===== src/rtl/p251_mul_issue.sv =====
// p251_mul_issue: issues a*b to the GF(251) reducer and buffers reduced results in a credit-guarded FIFO.
// Latency accept->o_valid = 1 + RED_LAT + 1; o_ready drops when every FIFO slot is owed (credits = 0).
// Optional sticky error flag (bad operand / result into full FIFO) built only with P251_MUL_ISSUE_CHECK_EN.

module p251_fifo #(
  parameter int W     = 8,
  parameter int DEPTH = 4
) (
  input  logic         clk,
  input  logic         rst,
  input  logic         push,
  input  logic [W-1:0] push_dat,
  input  logic         pop,
  output logic [W-1:0] head_dat,
  output logic         empty,
  output logic         full
);
  localparam int AW = (DEPTH > 1) ? $clog2(DEPTH) : 1;

  logic [W-1:0]  mem [DEPTH];
  logic [AW-1:0] wr_ptr;
  logic [AW-1:0] rd_ptr;
  logic [AW:0]   count;
  logic          do_push;
  logic          do_pop;

  assign empty    = (count == '0);
  assign full     = (count == (AW+1)'(DEPTH));
  assign do_pop   = pop && !empty;
  // A push into a full FIFO is dropped; the caller's credit scheme makes that a protocol violation.
  assign do_push  = push && !full;
  assign head_dat = mem[rd_ptr];

  always_ff @(posedge clk) begin
    if (rst) begin
      wr_ptr <= '0;
      rd_ptr <= '0;
      count  <= '0;
    end else begin
      if (do_push) wr_ptr <= wr_ptr + AW'(1);
      if (do_pop)  rd_ptr <= rd_ptr + AW'(1);
      case ({do_push, do_pop})
        2'b10:   count <= count + (AW+1)'(1);
        2'b01:   count <= count - (AW+1)'(1);
        default: count <= count;
      endcase
    end
  end

  always_ff @(posedge clk) begin
    if (do_push) mem[wr_ptr] <= push_dat;
  end
endmodule

module p251_mul_issue #(
  parameter int FIFO_DEPTH = 4,
  parameter int RED_LAT    = 2
) (
  input  logic        i_clk,
  input  logic        i_rst,
  input  logic        i_valid,
  input  logic [7:0]  i_op_a,
  input  logic [7:0]  i_op_b,
  output logic        o_ready,
  output logic [15:0] o_red_a,
  output logic        o_red_start,
  input  logic [7:0]  i_red_c,
  input  logic        i_red_done,
  output logic        o_valid,
  output logic [7:0]  o_c,
  input  logic        i_ready,
  output logic        o_err
);
  localparam int CW = $clog2(FIFO_DEPTH + 1);
  localparam int DW = $clog2(RED_LAT + 2);

  typedef enum logic {DRAIN, RUN} state_t;

  state_t        state;
  state_t        state_nxt;
  logic [DW-1:0] drain_cnt;
  logic [DW-1:0] drain_cnt_nxt;
  logic [CW-1:0] credits;
  logic          run;
  logic          accept;
  logic          pop;
  logic          red_push;
  logic          fifo_empty;
  logic          fifo_full;
  logic [7:0]    head_dat;

  assign run      = (state == RUN);
  assign o_ready  = run && (credits != '0);
  assign accept   = i_valid && o_ready;
  assign o_valid  = !fifo_empty;
  assign pop      = o_valid && i_ready;
  assign o_c      = fifo_empty ? 8'h00 : head_dat;
  // The reducer is not reset with us; results still in its pipe are ignored while draining.
  assign red_push = i_red_done && run;

  always_ff @(posedge i_clk) begin
    if (i_rst) begin
      state     <= DRAIN;
      drain_cnt <= DW'(RED_LAT);
    end else begin
      state     <= state_nxt;
      drain_cnt <= drain_cnt_nxt;
    end
  end

  // Enter RUN on the edge where the counter reaches zero, so o_ready rises RED_LAT cycles after release.
  always_comb begin
    state_nxt     = state;
    drain_cnt_nxt = drain_cnt;
    case (state)
      DRAIN: begin
        if (drain_cnt <= DW'(1)) state_nxt = RUN;
        if (drain_cnt != '0) drain_cnt_nxt = drain_cnt - DW'(1);
      end
      RUN:     state_nxt = RUN;
      default: state_nxt = DRAIN;
    endcase
  end

  always_ff @(posedge i_clk) begin
    if (i_rst) begin
      o_red_a     <= '0;
      o_red_start <= 1'b0;
    end else begin
      o_red_start <= accept;
      if (accept) o_red_a <= {8'b0, i_op_a} * {8'b0, i_op_b};
    end
  end

  // One credit per FIFO slot: covers both products in flight and results already buffered.
  always_ff @(posedge i_clk) begin
    if (i_rst) begin
      credits <= CW'(FIFO_DEPTH);
    end else begin
      case ({accept, pop})
        2'b10:   credits <= credits - CW'(1);
        2'b01:   credits <= credits + CW'(1);
        default: credits <= credits;
      endcase
    end
  end

  p251_fifo #(
    .W     (8),
    .DEPTH (FIFO_DEPTH)
  ) u_fifo (
    .clk      (i_clk),
    .rst      (i_rst),
    .push     (red_push),
    .push_dat (i_red_c),
    .pop      (pop),
    .head_dat (head_dat),
    .empty    (fifo_empty),
    .full     (fifo_full)
  );

`ifdef P251_MUL_ISSUE_CHECK_EN
  logic op_bad;
  logic red_ovf;

  assign op_bad  = accept && ((i_op_a >= 8'd251) || (i_op_b >= 8'd251));
  assign red_ovf = red_push && fifo_full;

  always_ff @(posedge i_clk) begin
    if (i_rst) begin
      o_err <= 1'b0;
    end else if (op_bad || red_ovf) begin
      o_err <= 1'b1;
    end
  end
`else
  assign o_err = 1'b0;
`endif

endmodule


===== config.mk =====
export PLATFORM = sky130hd
export DESIGN_NAME = p251_mul_issue
export DESIGN_NICKNAME = d
export VERILOG_FILES = /design/src/rtl/p251_mul_issue.sv
export SDC_FILE = /design/constraint.sdc
export NUM_CORES = 1
export LEC_CHECK = 0
export ABC_AREA = 1
export CAP_MARGIN = 30
export CELL_PAD_IN_SITES_DETAIL_PLACEMENT = 0
export CELL_PAD_IN_SITES_GLOBAL_PLACEMENT = 2
export CORE_MARGIN = 4
export CORE_UTILIZATION = 37
export CTS_BUF_LIST = sky130_fd_sc_hd__clkbuf_4 sky130_fd_sc_hd__clkbuf_8
export CTS_CLUSTER_DIAMETER = 80
export CTS_CLUSTER_SIZE = 16
export DETAILED_ROUTE_END_ITERATION = 10
export PLACE_DENSITY_LB_ADDON = 0.1
export SLEW_MARGIN = 25
export SYNTH_ARGS = -nofsm -noshare
export SYNTH_HDL_FRONTEND = slang
export SYNTH_SLANG_ARGS = --single-unit

===== constraint.sdc =====
create_clock -name i_clk -period 8.7 [get_ports i_clk]
set_clock_uncertainty 0.1 [all_clocks]
set_input_delay 1.305 -clock i_clk [delete_from_list [all_inputs] [get_ports i_clk]]
set_output_delay 1.305 -clock i_clk [all_outputs]
set_load 0.03 [all_outputs]

==> load_flow_metrics.sql <==
INSERT INTO impl_metrics (metric_group, metric, value, unit) VALUES
('clock_network', 'cts_hold_buffers_added', '0', ''),
('layout', 'design.final.nets', '801', ''),
('worst_setup_path', 'critPathLaunchType', 'primary input', ''),
('worst_setup_path', 'crit_type', 'primary input to flop', ''),
('routing', 'dr.first_iter.drc_count', '179', ''),
('worst_setup_path', 'setup.worst_path.end', 'o_red_a[15]$_SDFFE_PP0P_', ''),
('grt', 'pin_count_of_the_biggest_net_entering_global_routing', '25', ''),
('clock_network', 'clk_latency', '0.35', 'ns'),
('power', 'power.density', '252', 'nW/um^2'),
('layout', 'area_growth_syn_to_layout', '17.5', '%'),
('power', 'vdd_drop_max', '0.000104', 'V'),
('worst_setup_path', 'worst-endpoint-required', '8.86', 'ns'),
('timing', 'hold_violations', '0', ''),
('floorplan', 'io_pins', '57', ''),
('routing', 'mean_number_of_vias_per_cell', '4.55', ''),
('yosys', 'area_share_of_the_largest_cell_type_after_synthesis', '0.189', ''),
('clock_network', 'cts_tree', 'done', ''),
('yosys', 'post_synth_instance_area', '5090', 'um^2'),
('yosys', 'dominant_combinational_cell_family_by_area_after_synthesis', 'adder cells', ''),
('yosys', 'seq_area_frac_synth', '0.315', ''),
('layout', 'antennaDiodeCount', '0', ''),
('floorplan', 'core_region_area', '13300', 'um^2'),
('floorplan', 'full_die_area', '15700', 'um^2'),
('power', 'power.leakage', '3.15', 'nW'),
('routing', 'via_count', '3964', ''),
('timing', 'post-route-period-util', '0.609', ''),
('floorplan', 'die_width', '125', 'um'),
('clock_network', 'postCtsSetupBuffers', '0', ''),
('timing', 'number_of_pins_exceeding_their_max_slew_limit_in_the_final_report', '0', ''),
('timing', 'setup_violations', '0', ''),
('grt', 'globalRouteTotalUtil', '0.151', ''),
('yosys', 'number_of_synthesized_register_bits', '64', ''),
('grt', 'number_of_antenna_violations_at_the_first_check_in_global_routing', '0', ''),
('worst_hold_path', 'hold_path_depth', '2', ''),
('yosys', 'synth.lib_cells_used.distinct', '34', ''),
('worst_setup_path', 'worst_r2r_endpoint', 'credits[1]$_SDFFE_PP0P_', ''),
('yosys', 'synth_mux_area_frac', '0', ''),
('yosys', 'synthAdderAreaFrac', '0.258', ''),
('clock_network', 'cts.sinks', '64', ''),
('grt', 'grt_first_pass_wirelength', '19100', 'um'),
('flow_run', 'cap_viol_max_count', '0', ''),
('timing', 'hold-worst-slack', '0.365', 'ns'),
('floorplan', 'initial_core_util', '0.381', ''),
('timing', 'finalSetupTns', '0', 'ns'),
('grt', 'via_count_of_the_first_global_routing_pass', '4160', ''),
('timing', 'worst_slew_margin_rel', '0.466', ''),
('place', 'hpwlAfterDp', '8830', 'um'),
('run_status', 'status', 'completed', ''),
('clock_network', 'tritoncts.num_buffers', '9', ''),
('grt', 'global_route_congestion_overflow_total', '0', ''),
('worst_setup_path', 'reg2reg_depth', '7', ''),
('timing', 'maxClockFrequency', '189', 'MHz'),
('place', 'place.gp.congestion', '0.794', ''),
('layout', 'layout.cells.most_common_list', 'sky130_fd_sc_hd__inv_1, sky130_fd_sc_hd__nand2_1, sky130_fd_sc_hd__clkdlybuf4s50_1', ''),
('yosys', 'synth_simple_gate_area_frac', '0.190', ''),
('routing', 'wirelength', '11100', 'um'),
('worst_setup_path', 'crit_arrival', '5.46', 'ns'),
('clock_network', 'clock-root-buffer', 'sky130_fd_sc_hd__clkbuf_8', ''),
('timing', 'rsz_0062_raised_after_global_routing', 'false', ''),
('routing', 'remaining_drc_errors', '0', ''),
('routing', 'number_of_iterations_in_the_first_detailed_routing_pass', '4', ''),
('floorplan', 'std_cell_rows', '42', ''),
('clock_network', 'clock_tree.buffer_depth', '2', ''),
('worst_setup_path', 'setup.reg_to_reg.worst_slack', '6.59', 'ns'),
('yosys', 'synthesis.instances', '650', ''),
('power', 'totalPowerFinal', '1.51', 'mW'),
('layout', 'drive_gt1_frac', '0.0460', ''),
('yosys', 'yosysWarningCount', '0', ''),
('clock_network', 'cts_max_level', '3', ''),
('clock_network', 'post_cts_resized', '0', ''),
('worst_setup_path', 'startpoint', 'i_op_a[0]', '');
-- sequential cells by signal, summed over array words and instances (netlist names), named ones only --
signal / count
o_red_a: 16
u_fifo.mem: 32
u_fifo.rd_ptr: 2
u_fifo.wr_ptr: 2
drain_cnt: 2
u_fifo.count: 3
o_red_start: 1
run: 1
credits: 3
-- per-stage QoR --
stage               worst slack, ns  std cells  instance area (um^2)
floorplan                      3.73        650                  5090
global route                   3.11        871                  5980
detailed placement             2.99        855                  5730
global placement               3.04        855                  5730
CTS                            3.37        871                  5980
finish                         3.40        871                  5980
-- cell families after synthesis --
| logic type | after synthesis |
|---|---|
| AND/OR/NAND/NOR | 228 |
| buffers and inverters | 198 |
| adder cells (fa/ha/maj) | 82 |
| AO/OA/AOI/OAI | 71 |
| flip-flops | 64 |
| XOR/XNOR | 6 |
| other | 1 |
-- metal layers --
layer | global-route usage | vias to the layer above | wire, um
met4 | 0.0497 | 0 | 196
met3 | 0.0243 | 14 | 307
met2 | 0.292 | 49 | 5850
li1 | - | 2025 | -
met1 | 0.166 | 1876 | 4700
met5 | 0 | - | 0
-- cell type report --
cell class | instances | area [um^2]
sequential | 64 | 1600
timing repair buffer | 55 | 551
fill | 1403 | 7370
clock buffer | 9 | 124
clock inverter | 7 | 125
multi-input combinational | 388 | 2710
tap | 176 | 220
inverter | 172 | 648
-- how the worst min path moves through the flow --
stage,endpoint,from,slack (ns)
2_1_floorplan,drain_cnt[1]$_SDFFE_PP1P_,drain_cnt[1]$_SDFFE_PP1P_,0.34
3_3_place_gp,o_red_a[1]$_SDFFE_PP0P_,o_red_a[1]$_SDFFE_PP0P_,0.35
3_5_place_dp,o_red_a[1]$_SDFFE_PP0P_,o_red_a[1]$_SDFFE_PP0P_,0.36
4_1_cts,o_red_a[1]$_SDFFE_PP0P_,o_red_a[1]$_SDFFE_PP0P_,0.37
5_1_grt,o_red_a[1]$_SDFFE_PP0P_,o_red_a[1]$_SDFFE_PP0P_,0.38
6_report,o_red_a[1]$_SDFFE_PP0P_,o_red_a[1]$_SDFFE_PP0P_,0.37
-- synth_stat cells --
cell	count
sky130_fd_sc_hd__and2_1	1
sky130_fd_sc_hd__nand2_1	140
sky130_fd_sc_hd__buf_6	2
sky130_fd_sc_hd__inv_1	168
sky130_fd_sc_hd__inv_4	1
sky130_fd_sc_hd__a21oi_2	1
sky130_fd_sc_hd__conb_1	1
sky130_fd_sc_hd__nand4_1	5
sky130_fd_sc_hd__nor2_4	1
sky130_fd_sc_hd__dfxtp_1	32
sky130_fd_sc_hd__inv_2	3
sky130_fd_sc_hd__xnor2_1	4
sky130_fd_sc_hd__buf_2	6
sky130_fd_sc_hd__xor2_1	2
sky130_fd_sc_hd__nand3_1	20
sky130_fd_sc_hd__fa_1	38
sky130_fd_sc_hd__o21a_1	5
sky130_fd_sc_hd__a21oi_1	32
sky130_fd_sc_hd__o21ai_1	2
sky130_fd_sc_hd__nand2_2	4
sky130_fd_sc_hd__nand3b_1	1
sky130_fd_sc_hd__nand2_4	1
sky130_fd_sc_hd__nor3b_1	1
sky130_fd_sc_hd__buf_4	2
sky130_fd_sc_hd__o31ai_1	1
sky130_fd_sc_hd__ha_1	44
sky130_fd_sc_hd__edfxtp_1	32
sky130_fd_sc_hd__clkbuf_1	15
sky130_fd_sc_hd__nor3_4	1
sky130_fd_sc_hd__a21o_1	1
sky130_fd_sc_hd__clkbuf_2	1
sky130_fd_sc_hd__o21ai_0	29
sky130_fd_sc_hd__nand3_2	4
sky130_fd_sc_hd__nor2_1	49
-- power by group --
group	internal (mW)	switching [mW]	total [mW]	leakage [nW]
Clock	0.194	0.124	0.317	0.125
Sequential	0.364	0.0371	0.401	0.551
Combinational	0.299	0.487	0.787	2.48
-- worst max-delay path, stage by stage --
cell	delay (ns)
sky130_fd_sc_hd__clkdlybuf4s50_1	0.67
sky130_fd_sc_hd__nand2_1	0.13
sky130_fd_sc_hd__fa_1	0.52
sky130_fd_sc_hd__fa_1	0.55
sky130_fd_sc_hd__inv_1	0.05
sky130_fd_sc_hd__fa_1	0.54
sky130_fd_sc_hd__inv_1	0.06
sky130_fd_sc_hd__fa_1	0.52
sky130_fd_sc_hd__inv_1	0.04
sky130_fd_sc_hd__ha_1	0.35
sky130_fd_sc_hd__nand2_1	0.12
sky130_fd_sc_hd__nor2_1	0.15
sky130_fd_sc_hd__and2_1	0.14
sky130_fd_sc_hd__nand2_1	0.06
sky130_fd_sc_hd__nand4_1	0.07
sky130_fd_sc_hd__nand3_1	0.08
sky130_fd_sc_hd__nand2_1	0.06
sky130_fd_sc_hd__inv_1	0.03
Note: power is estimated with default switching activity, not from simulation.
